==> config.mk <==
export PLATFORM = sky130hd
export DESIGN_NAME = dma_descriptor_queue
export DESIGN_NICKNAME = d
export VERILOG_FILES = /design/src/rtl/dma_descriptor_queue.sv
export SDC_FILE = /design/constraint.sdc
export NUM_CORES = 2
export LEC_CHECK = 0
export BUFFER_PORTS_ARGS = -buffer_cell sky130_fd_sc_hd__buf_2
export CAP_MARGIN = 0
export CORE_MARGIN = 8
export CORE_UTILIZATION = 40
export DETAILED_ROUTE_END_ITERATION = 10
export GPL_TIMING_DRIVEN = 0
export SLEW_MARGIN = 20
export SYNTH_ARGS = -nofsm -noshare
export SYNTH_HDL_FRONTEND = slang
export SYNTH_SLANG_ARGS = --single-unit
==> constraint.sdc <==
create_clock -name clk -period 16.7 [get_ports clk]
set_input_delay 1.67 -clock clk [delete_from_list [all_inputs] [get_ports clk]]
set_output_delay 1.67 -clock clk [all_outputs]
set_load 0.03 [all_outputs]
==> src/rtl/dma_descriptor_queue.sv <==
// CSR-programmed DMA descriptor queue: stages a {src, dest, length} triple and
// pushes it into a show-ahead FIFO consumed via not_empty/rdack.
module dma_descriptor_queue #(
    parameter int DEPTH  = 16,
    parameter int ADDR_W = 64,
    parameter int LEN_W  = 32
) (
    input  logic                          clk,
    input  logic                          reset_n,
    input  logic                          csr_wr_en,
    input  logic [1:0]                    csr_wr_sel,
    input  logic [63:0]                   csr_wr_data,
    input  logic                          csr_clear,
    output logic                          descriptor_fifo_not_empty,
    input  logic                          descriptor_fifo_rdack,
    output logic [2*ADDR_W+LEN_W-1:0]     descriptor,
    output logic [$clog2(DEPTH):0]        fill_count,
    output logic                          overflow_err,
    output logic                          zero_len_err,
    output logic [31:0]                   accepted_count
);

    localparam int PTR_W  = $clog2(DEPTH);
    localparam int CNT_W  = PTR_W + 1;
    localparam int DESC_W = 2 * ADDR_W + LEN_W;

    localparam logic [CNT_W-1:0] FULL_COUNT = CNT_W'(DEPTH);
    localparam logic [1:0] SEL_SRC  = 2'd0;
    localparam logic [1:0] SEL_DST  = 2'd1;
    localparam logic [1:0] SEL_LEN  = 2'd2;
    localparam logic [1:0] SEL_PUSH = 2'd3;

    logic [ADDR_W-1:0] src_r;
    logic [ADDR_W-1:0] dst_r;
    logic [LEN_W-1:0]  len_r;

    logic [DESC_W-1:0] mem_r [DEPTH];
    logic [PTR_W-1:0]  wr_ptr_r;
    logic [PTR_W-1:0]  rd_ptr_r;
    logic [CNT_W-1:0]  count_r;
    logic              not_empty_r;
    logic              overflow_err_r;
    logic              zero_len_err_r;
    logic [31:0]       accepted_r;

    logic              push_req_s;
    logic              pop_s;
    logic              push_ok_s;
    logic              ovf_drop_s;
    logic              zlen_drop_s;
    logic [CNT_W-1:0]  count_next_s;

    // Push/pop qualification; a full queue still accepts when the head leaves this cycle.
    always_comb begin
        push_req_s   = 1'b0;
        pop_s        = 1'b0;
        push_ok_s    = 1'b0;
        ovf_drop_s   = 1'b0;
        zlen_drop_s  = 1'b0;
        count_next_s = count_r;
        if (csr_wr_en && (csr_wr_sel == SEL_PUSH)) begin
            push_req_s = 1'b1;
        end else begin
            push_req_s = 1'b0;
        end
        pop_s = descriptor_fifo_rdack && not_empty_r;
        if (push_req_s && (len_r == LEN_W'(0))) begin
            zlen_drop_s = 1'b1;
        end else if (push_req_s && (count_r == FULL_COUNT) && !pop_s) begin
            ovf_drop_s = 1'b1;
        end else begin
            push_ok_s = push_req_s;
        end
        case ({push_ok_s, pop_s})
            2'b10:   count_next_s = count_r + CNT_W'(1);
            2'b01:   count_next_s = count_r - CNT_W'(1);
            default: count_next_s = count_r;
        endcase
    end

    // Staging registers hold their value across pushes so a descriptor can be re-pushed.
    always_ff @(posedge clk or negedge reset_n) begin
        if (!reset_n) begin
            src_r <= '0;
            dst_r <= '0;
            len_r <= '0;
        end else if (csr_clear) begin
            src_r <= '0;
            dst_r <= '0;
            len_r <= '0;
        end else if (csr_wr_en) begin
            case (csr_wr_sel)
                SEL_SRC: src_r <= csr_wr_data[ADDR_W-1:0];
                SEL_DST: dst_r <= csr_wr_data[ADDR_W-1:0];
                SEL_LEN: len_r <= csr_wr_data[LEN_W-1:0];
                default: ;
            endcase
        end
    end

    // Queue control state; clear takes priority over any push or pop in the same cycle.
    always_ff @(posedge clk or negedge reset_n) begin
        if (!reset_n) begin
            wr_ptr_r       <= '0;
            rd_ptr_r       <= '0;
            count_r        <= '0;
            not_empty_r    <= 1'b0;
            overflow_err_r <= 1'b0;
            zero_len_err_r <= 1'b0;
            accepted_r     <= 32'd0;
        end else if (csr_clear) begin
            wr_ptr_r       <= '0;
            rd_ptr_r       <= '0;
            count_r        <= '0;
            not_empty_r    <= 1'b0;
            overflow_err_r <= 1'b0;
            zero_len_err_r <= 1'b0;
            accepted_r     <= 32'd0;
        end else begin
            if (push_ok_s) begin
                wr_ptr_r   <= wr_ptr_r + PTR_W'(1);
                accepted_r <= accepted_r + 32'd1;
            end
            if (pop_s) begin
                rd_ptr_r <= rd_ptr_r + PTR_W'(1);
            end
            count_r        <= count_next_s;
            not_empty_r    <= (count_next_s != CNT_W'(0));
            overflow_err_r <= overflow_err_r | ovf_drop_s;
            zero_len_err_r <= zero_len_err_r | zlen_drop_s;
        end
    end

    // Descriptor storage; contents need no reset since not_empty qualifies them.
    always_ff @(posedge clk) begin
        if (push_ok_s && !csr_clear) begin
            mem_r[wr_ptr_r] <= {src_r, dst_r, len_r};
        end
    end

    assign descriptor_fifo_not_empty = not_empty_r;
    assign descriptor                = mem_r[rd_ptr_r];
    assign fill_count                = count_r;
    assign overflow_err              = overflow_err_r;
    assign zero_len_err              = zero_len_err_r;
    assign accepted_count            = accepted_r;

endmodule
Yosys cells after proc, flatten, opt, wreduce, memory -nomap -nowiden
Memories as Yosys holds them, arrays and structs flattened.
Cells that the tools add are included.
{"block": "op_classes", "n_addsub": 5, "n_eq_ne": 6, "mux": 28, "n_bitwise": 2, "n_reduce_logical": 20}
{"operator": "$mux 64", "count": 6}
{"operator": "$mux 32", "count": 5}
{"operator": "$add 32x1->32 const B", "count": 1}
{"operator": "$logic_not 32->1", "count": 1}
{"operator": "$mux 4", "count": 4}
{"operator": "$reduce_bool 2->1", "count": 6}
{"operator": "$mux 1", "count": 11}
{"operator": "$pmux 5 s2", "count": 1}
{"operator": "$add 4x1->4 const B", "count": 2}
{"operator": "$eq 2x2->1 const B", "count": 3}
{"operator": "$logic_and 1x1->1", "count": 6}
{"operator": "$reduce_and 2->1", "count": 3}
{"operator": "$add 5x1->5 const B", "count": 1}
{"operator": "$eq 5x5->1 const B", "count": 1}
{"operator": "$mux 5", "count": 1}
{"operator": "$reduce_bool 5->1", "count": 1}
{"operator": "$sub 5x1->5 const B", "count": 1}
{"operator": "$eq 2x1->1 const B", "count": 2}
{"operator": "$logic_not 1->1", "count": 2}
{"operator": "$logic_not 2->1", "count": 1}
{"operator": "$or 1x1->1", "count": 2}
{"block": "word_totals", "ff_bits": 208, "ram_bits": 2560, "inputBits": 71, "out_inout_bits": 200, "elab_cells": 72, "n_memories": 1}
{"memory": "mem_r", "words": 16, "word_bits": 160, "read_ports": 1, "rd_ports_with_merged_regs": 0, "wr": 1, "line_no": "37", "rtl": "logic [DESC_W-1:0] mem_r [DEPTH];"}

Longest topological paths before layout
{"block": "depth", "word_depth": 11, "depth_mapped": 14, "depth_no_buf": 12}

Worst setup path before layout
No wires, ideal clock.
{"block": "synth_path", "kind": "input -> register", "start": "input descriptor_fifo_rdack", "end": "memory mem_r[0][0] (netlist name) (enable)", "setup_time_ns": 1.070, "arrival_ns": 17.625, "setup_slack_ns": -1.994, "path_stages": 4, "path_cell_list": "nand2_1 -> a31oi_1 -> nand2_1 -> nor4_1"}
{"block": "synth_between", "elab_chain_cells": 8}
{"item": "from (decl)", "line_no": "15", "rtl": "input logic descriptor_fifo_rdack,"}
{"item": "$logic_and 1x1->1", "line_no": "66", "rtl": "pop_s = descriptor_fifo_rdack && not_empty_r;"}
{"item": "$logic_not 1->1", "line_no": "69", "rtl": "end else if (push_req_s && (count_r == FULL_COUNT) && !pop_s) begin"}
{"item": "$logic_and 1x1->1", "line_no": "69"}
{"item": "$mux 1", "line_no": "69"}
{"item": "$mux 1", "line_no": "67", "rtl": "if (push_req_s && (len_r == LEN_W'(0))) begin"}
{"item": "$logic_and 1x1->1", "line_no": "136", "rtl": "if (push_ok_s && !csr_clear) begin"}
{"item": "$mux 1", "line_no": "136"}
{"item": "$mux 1 (not written as such)", "line_no": "137", "rtl": "mem_r[wr_ptr_r] <= {src_r, dst_r, len_r};"}
{"item": "to (decl)", "line_no": "37"}
Every way passes these cells.

Final worst setup path
{"block": "layout_path", "start": "register rd_ptr_r[1]", "end": "output descriptor[29]"}
{"block": "layout_between", "elab_chain_cells": 1}
{"item": "from (decl)", "line_no": "39", "rtl": "logic [PTR_W-1:0] rd_ptr_r;"}
{"item": "from (signal assigned)", "line_no": "125", "rtl": "rd_ptr_r <= rd_ptr_r + PTR_W'(1);"}
{"item": "$mem_v2 16x160"}
{"item": "to (decl)", "line_no": "16", "rtl": "output logic [2*ADDR_W+LEN_W-1:0] descriptor,"}
Every way passes these cells.

==> run_results.csv <==
group,metric,value,unit
cts,clock_path_buffers,4,
synth,syn_inst,4591,
synth,syn_nets,4671,
global_routing,grt_max_degree,85,
synth,synthTopCellsByArea,"edfxtp_1 73%, mux4_2 17%, dfrtp_1 5.0%",
layout,layout.cells.non_filler,9235,
timing,fin_crit,6.711,ns
pwr,ir_drop,0.1004,mV
floorplanning,start_util,0.4011,
layout,area_growth,18.87,%
route,firstDrtPassIters,7,
worst_setup_path,path_cells,"clkbuf_1, clkbuf_2, buf_16, clkbuf_1, mux4_2, mux4_2, buf_2",
timing,setup_tns,0,ns
worst_setup_path,required,15.03,ns
layout,final_common_cell,"edfxtp_1",
route,drc,0,
cts,numCtsBuffers,293,
synth,syn_area,0.1049,mm²
cts,cts_sinks,2768,
cts,clk_latency,0.93,ns
global_routing,grt_use_total,0.2074,
cts,htree_levels,5,
floorplanning,rows,188,
synth,synth_cell_types,42,
cts,ctsRootBufferMaster,"clkbuf_16",
layout,layout_common_cells,"2560 x edfxtp_1, 800 x mux4_2, 344 x nand2_1, 333 x buf_2, 305 x clkbuf_16",
timing,finalWorstSetupSlack,9.989,ns
cts,cts.hold.buffers_added,0,
timing,rsz0062_at_grt,"no",
global_routing,overflow,0,
timing,worst_pin_slew,1.158,ns
route,via_count,52580,
timing,drv_slew,0,
global_routing,grt_pass1_vias,53750,
cts,path_clk_slew,0.06,ns
synth,syn_avg_cell_area,22.85,µm²
floorplanning,die_area,0.2789,mm²
global_routing,grt_first_pass_wirelength,411600,µm
placed_design,dp_hpwl,196500,µm
worst_setup_path,path_class,"reg2out",
min_path,hold_class,"reg2reg",
worst_setup_path,cp-end-kind,"primary output",
layout,drive_above_1_share,0.3391,
timing,finalSetupViolations,0,
floorplanning,coreArea,0.2616,mm²
floorplanning,fp.dieW,528.2,µm
route,drt-initial-drc-count,6067,
timing,clock_skew,0.05649,ns
worst_setup_path,cp_top_family,"buffers and inverters",
worst_setup_path,worstSetupStartpointType,"register",
worst_setup_path,slowest_delay,0.88,ns
timing,hold_viol,0,
placed_design,gp_congestion,0.7659,
route,wl_per_cell,31.77,µm
floorplanning,die_h,528.2,µm
placed_design,post-place-ws,10.90,ns
synth,yosysWarnings,0,
synth,seq_area_frac_synth,0.7823,
worst_setup_path,path_buf_inv,5,
route,antenna_left,0,
global_routing,antenna_found_initial,48,
worst_setup_path,worstPathArrival,5.04,ns
placed_design,io_buffers,270,
floorplanning,pin_count,271,
pwr,p_leak,39.38,nW
cts,post_cts_buffers,0,
route,routed_wl,293400,µm
timing,relSlewSlack,0.2280,
synth,synth-seq-cells,2768,
run,drv_cap,0,
synth,synth_top_area_cell,"edfxtp_1",
worst_setup_path,crit_slowest_cell,"clkbuf_1",
timing,fin_hold_ws,0.5651,ns
synth,synth_top_area_share,0.7327,
placed_design,dp.cells,8709,
layout,fin_nets,5569,
cts,cts.repair.resized,0,
outcome,run_status,"complete, no violations",
layout,utilization,0.4768,
pwr,power_density,124.1,mW/mm²
timing,period_share,0.4019,
cts,cts_tree,"built",
worst_setup_path,cp_max_fo,10,
timing,fmax,149.0,MHz
route,routed_via_density,5.693,
==> worst min-delay path: stages, from the launching register on <==
cell and delay [ns]:
dfrtp_1 0.38, a21oi_1 0.05, nor2_1 0.09
==> layout make-up <==
class	count	area, µm²
multi-input combinational	1562	21920
tap	3515	4398
clock inverter	105	807.0
timing repair buffer	603	6171
clock buffer	398	8172
antenna	23	57.56
sequential	2768	82080
fill	21410	136800
buffer	253	1085
inverter	8	30.03
==> cell usage after synthesis, drive strengths merged <==
cell type  number
nand4b          3
a211oi          1
o21ai           7
clkbuf        172
nor2b          10
or3             4
o31ai          22
nand2b          4
inv             8
or2             3
ha              9
buf            81
a22oi           1
nor4           14
xnor2           1
nor3b           2
nor3           15
a31oi           2
edfxtp       2560
and3            5
nor4b           1
nand4          10
a21oi         194
mux2i           1
dfrtp         208
or3b            1
nor2           38
and2            1
nand3          24
a31o            1
and3b           1
mux4          800
or4            25
nand2         344
mux2           12
xor2            6
==> path summary, 6_finish.rpt <==
| path | cells after the start | startpoint | slack [ns] | end |
|---|---|---|---|---|
| max in group asynchronous | 2 | reset_n | 14.97 | len_r[8] |
| setup / recovery | 7 | rd_ptr_r[1] | 9.99 | descriptor[29] |
| hold reg to reg | 2 | zero_len_err | 0.57 | zero_len_err |
| min in group asynchronous | 1 | reset_n | 0.70 | src_r[42] |
| hold / removal | 2 | zero_len_err | 0.57 | zero_len_err |
| setup reg to reg | 14 | len_r[17] | 11.77 | descriptor_fifo_not_empty |
==> logic make-up (layout without fill, tap and decap cells) <==
| family | after synthesis | in the layout | synth area share |
|---|---|---|---|
| fa+ha+maj | 9 | 9 | 0.001073 |
| compound gates | 228 | 228 | 0.01159 |
| mux | 813 | 813 | 0.1731 |
| buf+inv | 261 | 1367 | 0.009993 |
| other cells | 0 | 23 | 0 |
| simple gates | 505 | 505 | 0.02137 |
| xor+xnor | 7 | 7 | 0.0005843 |
| flops | 2768 | 2768 | 0.7823 |
==> where the power goes <==
group | switching (mW) | internal (mW)
logic | 0.954 | 0.732
registers | 0.0651 | 7.56
clock network | 2.57 | 3.60
total | 3.59 | 11.9
==> sequential cells by signal (all words and copies together) (netlist names) <==
name / count
overflow_err: 1
descriptor_fifo_not_empty: 1
accepted_count: 32
mem_r: 2560
dst_r: 64
rd_ptr_r: 4
wr_ptr_r: 4
src_r: 64
fill_count: 5
zero_len_err: 1
len_r: 32
==> stage by stage <==
stage / instance area, µm² / total power, mW
after global placement: 110700 / 9.462
after detailed placement: 115700 / 9.494
after floorplan: 104900 / 8.871
after CTS: 124600 / 15.62
after global routing: 124700 / 15.94
final: 124700 / 15.48
==> routing by layer <==
layer,track usage,up-vias,routed length [µm]
li1,-,21150,-
met4,0.07010,14,10410
met1,0.2836,28690,118100
met3,0.04294,431,22900
met5,0,-,80
met2,0.3348,2287,141800
(Power assumes the default switching activity.)
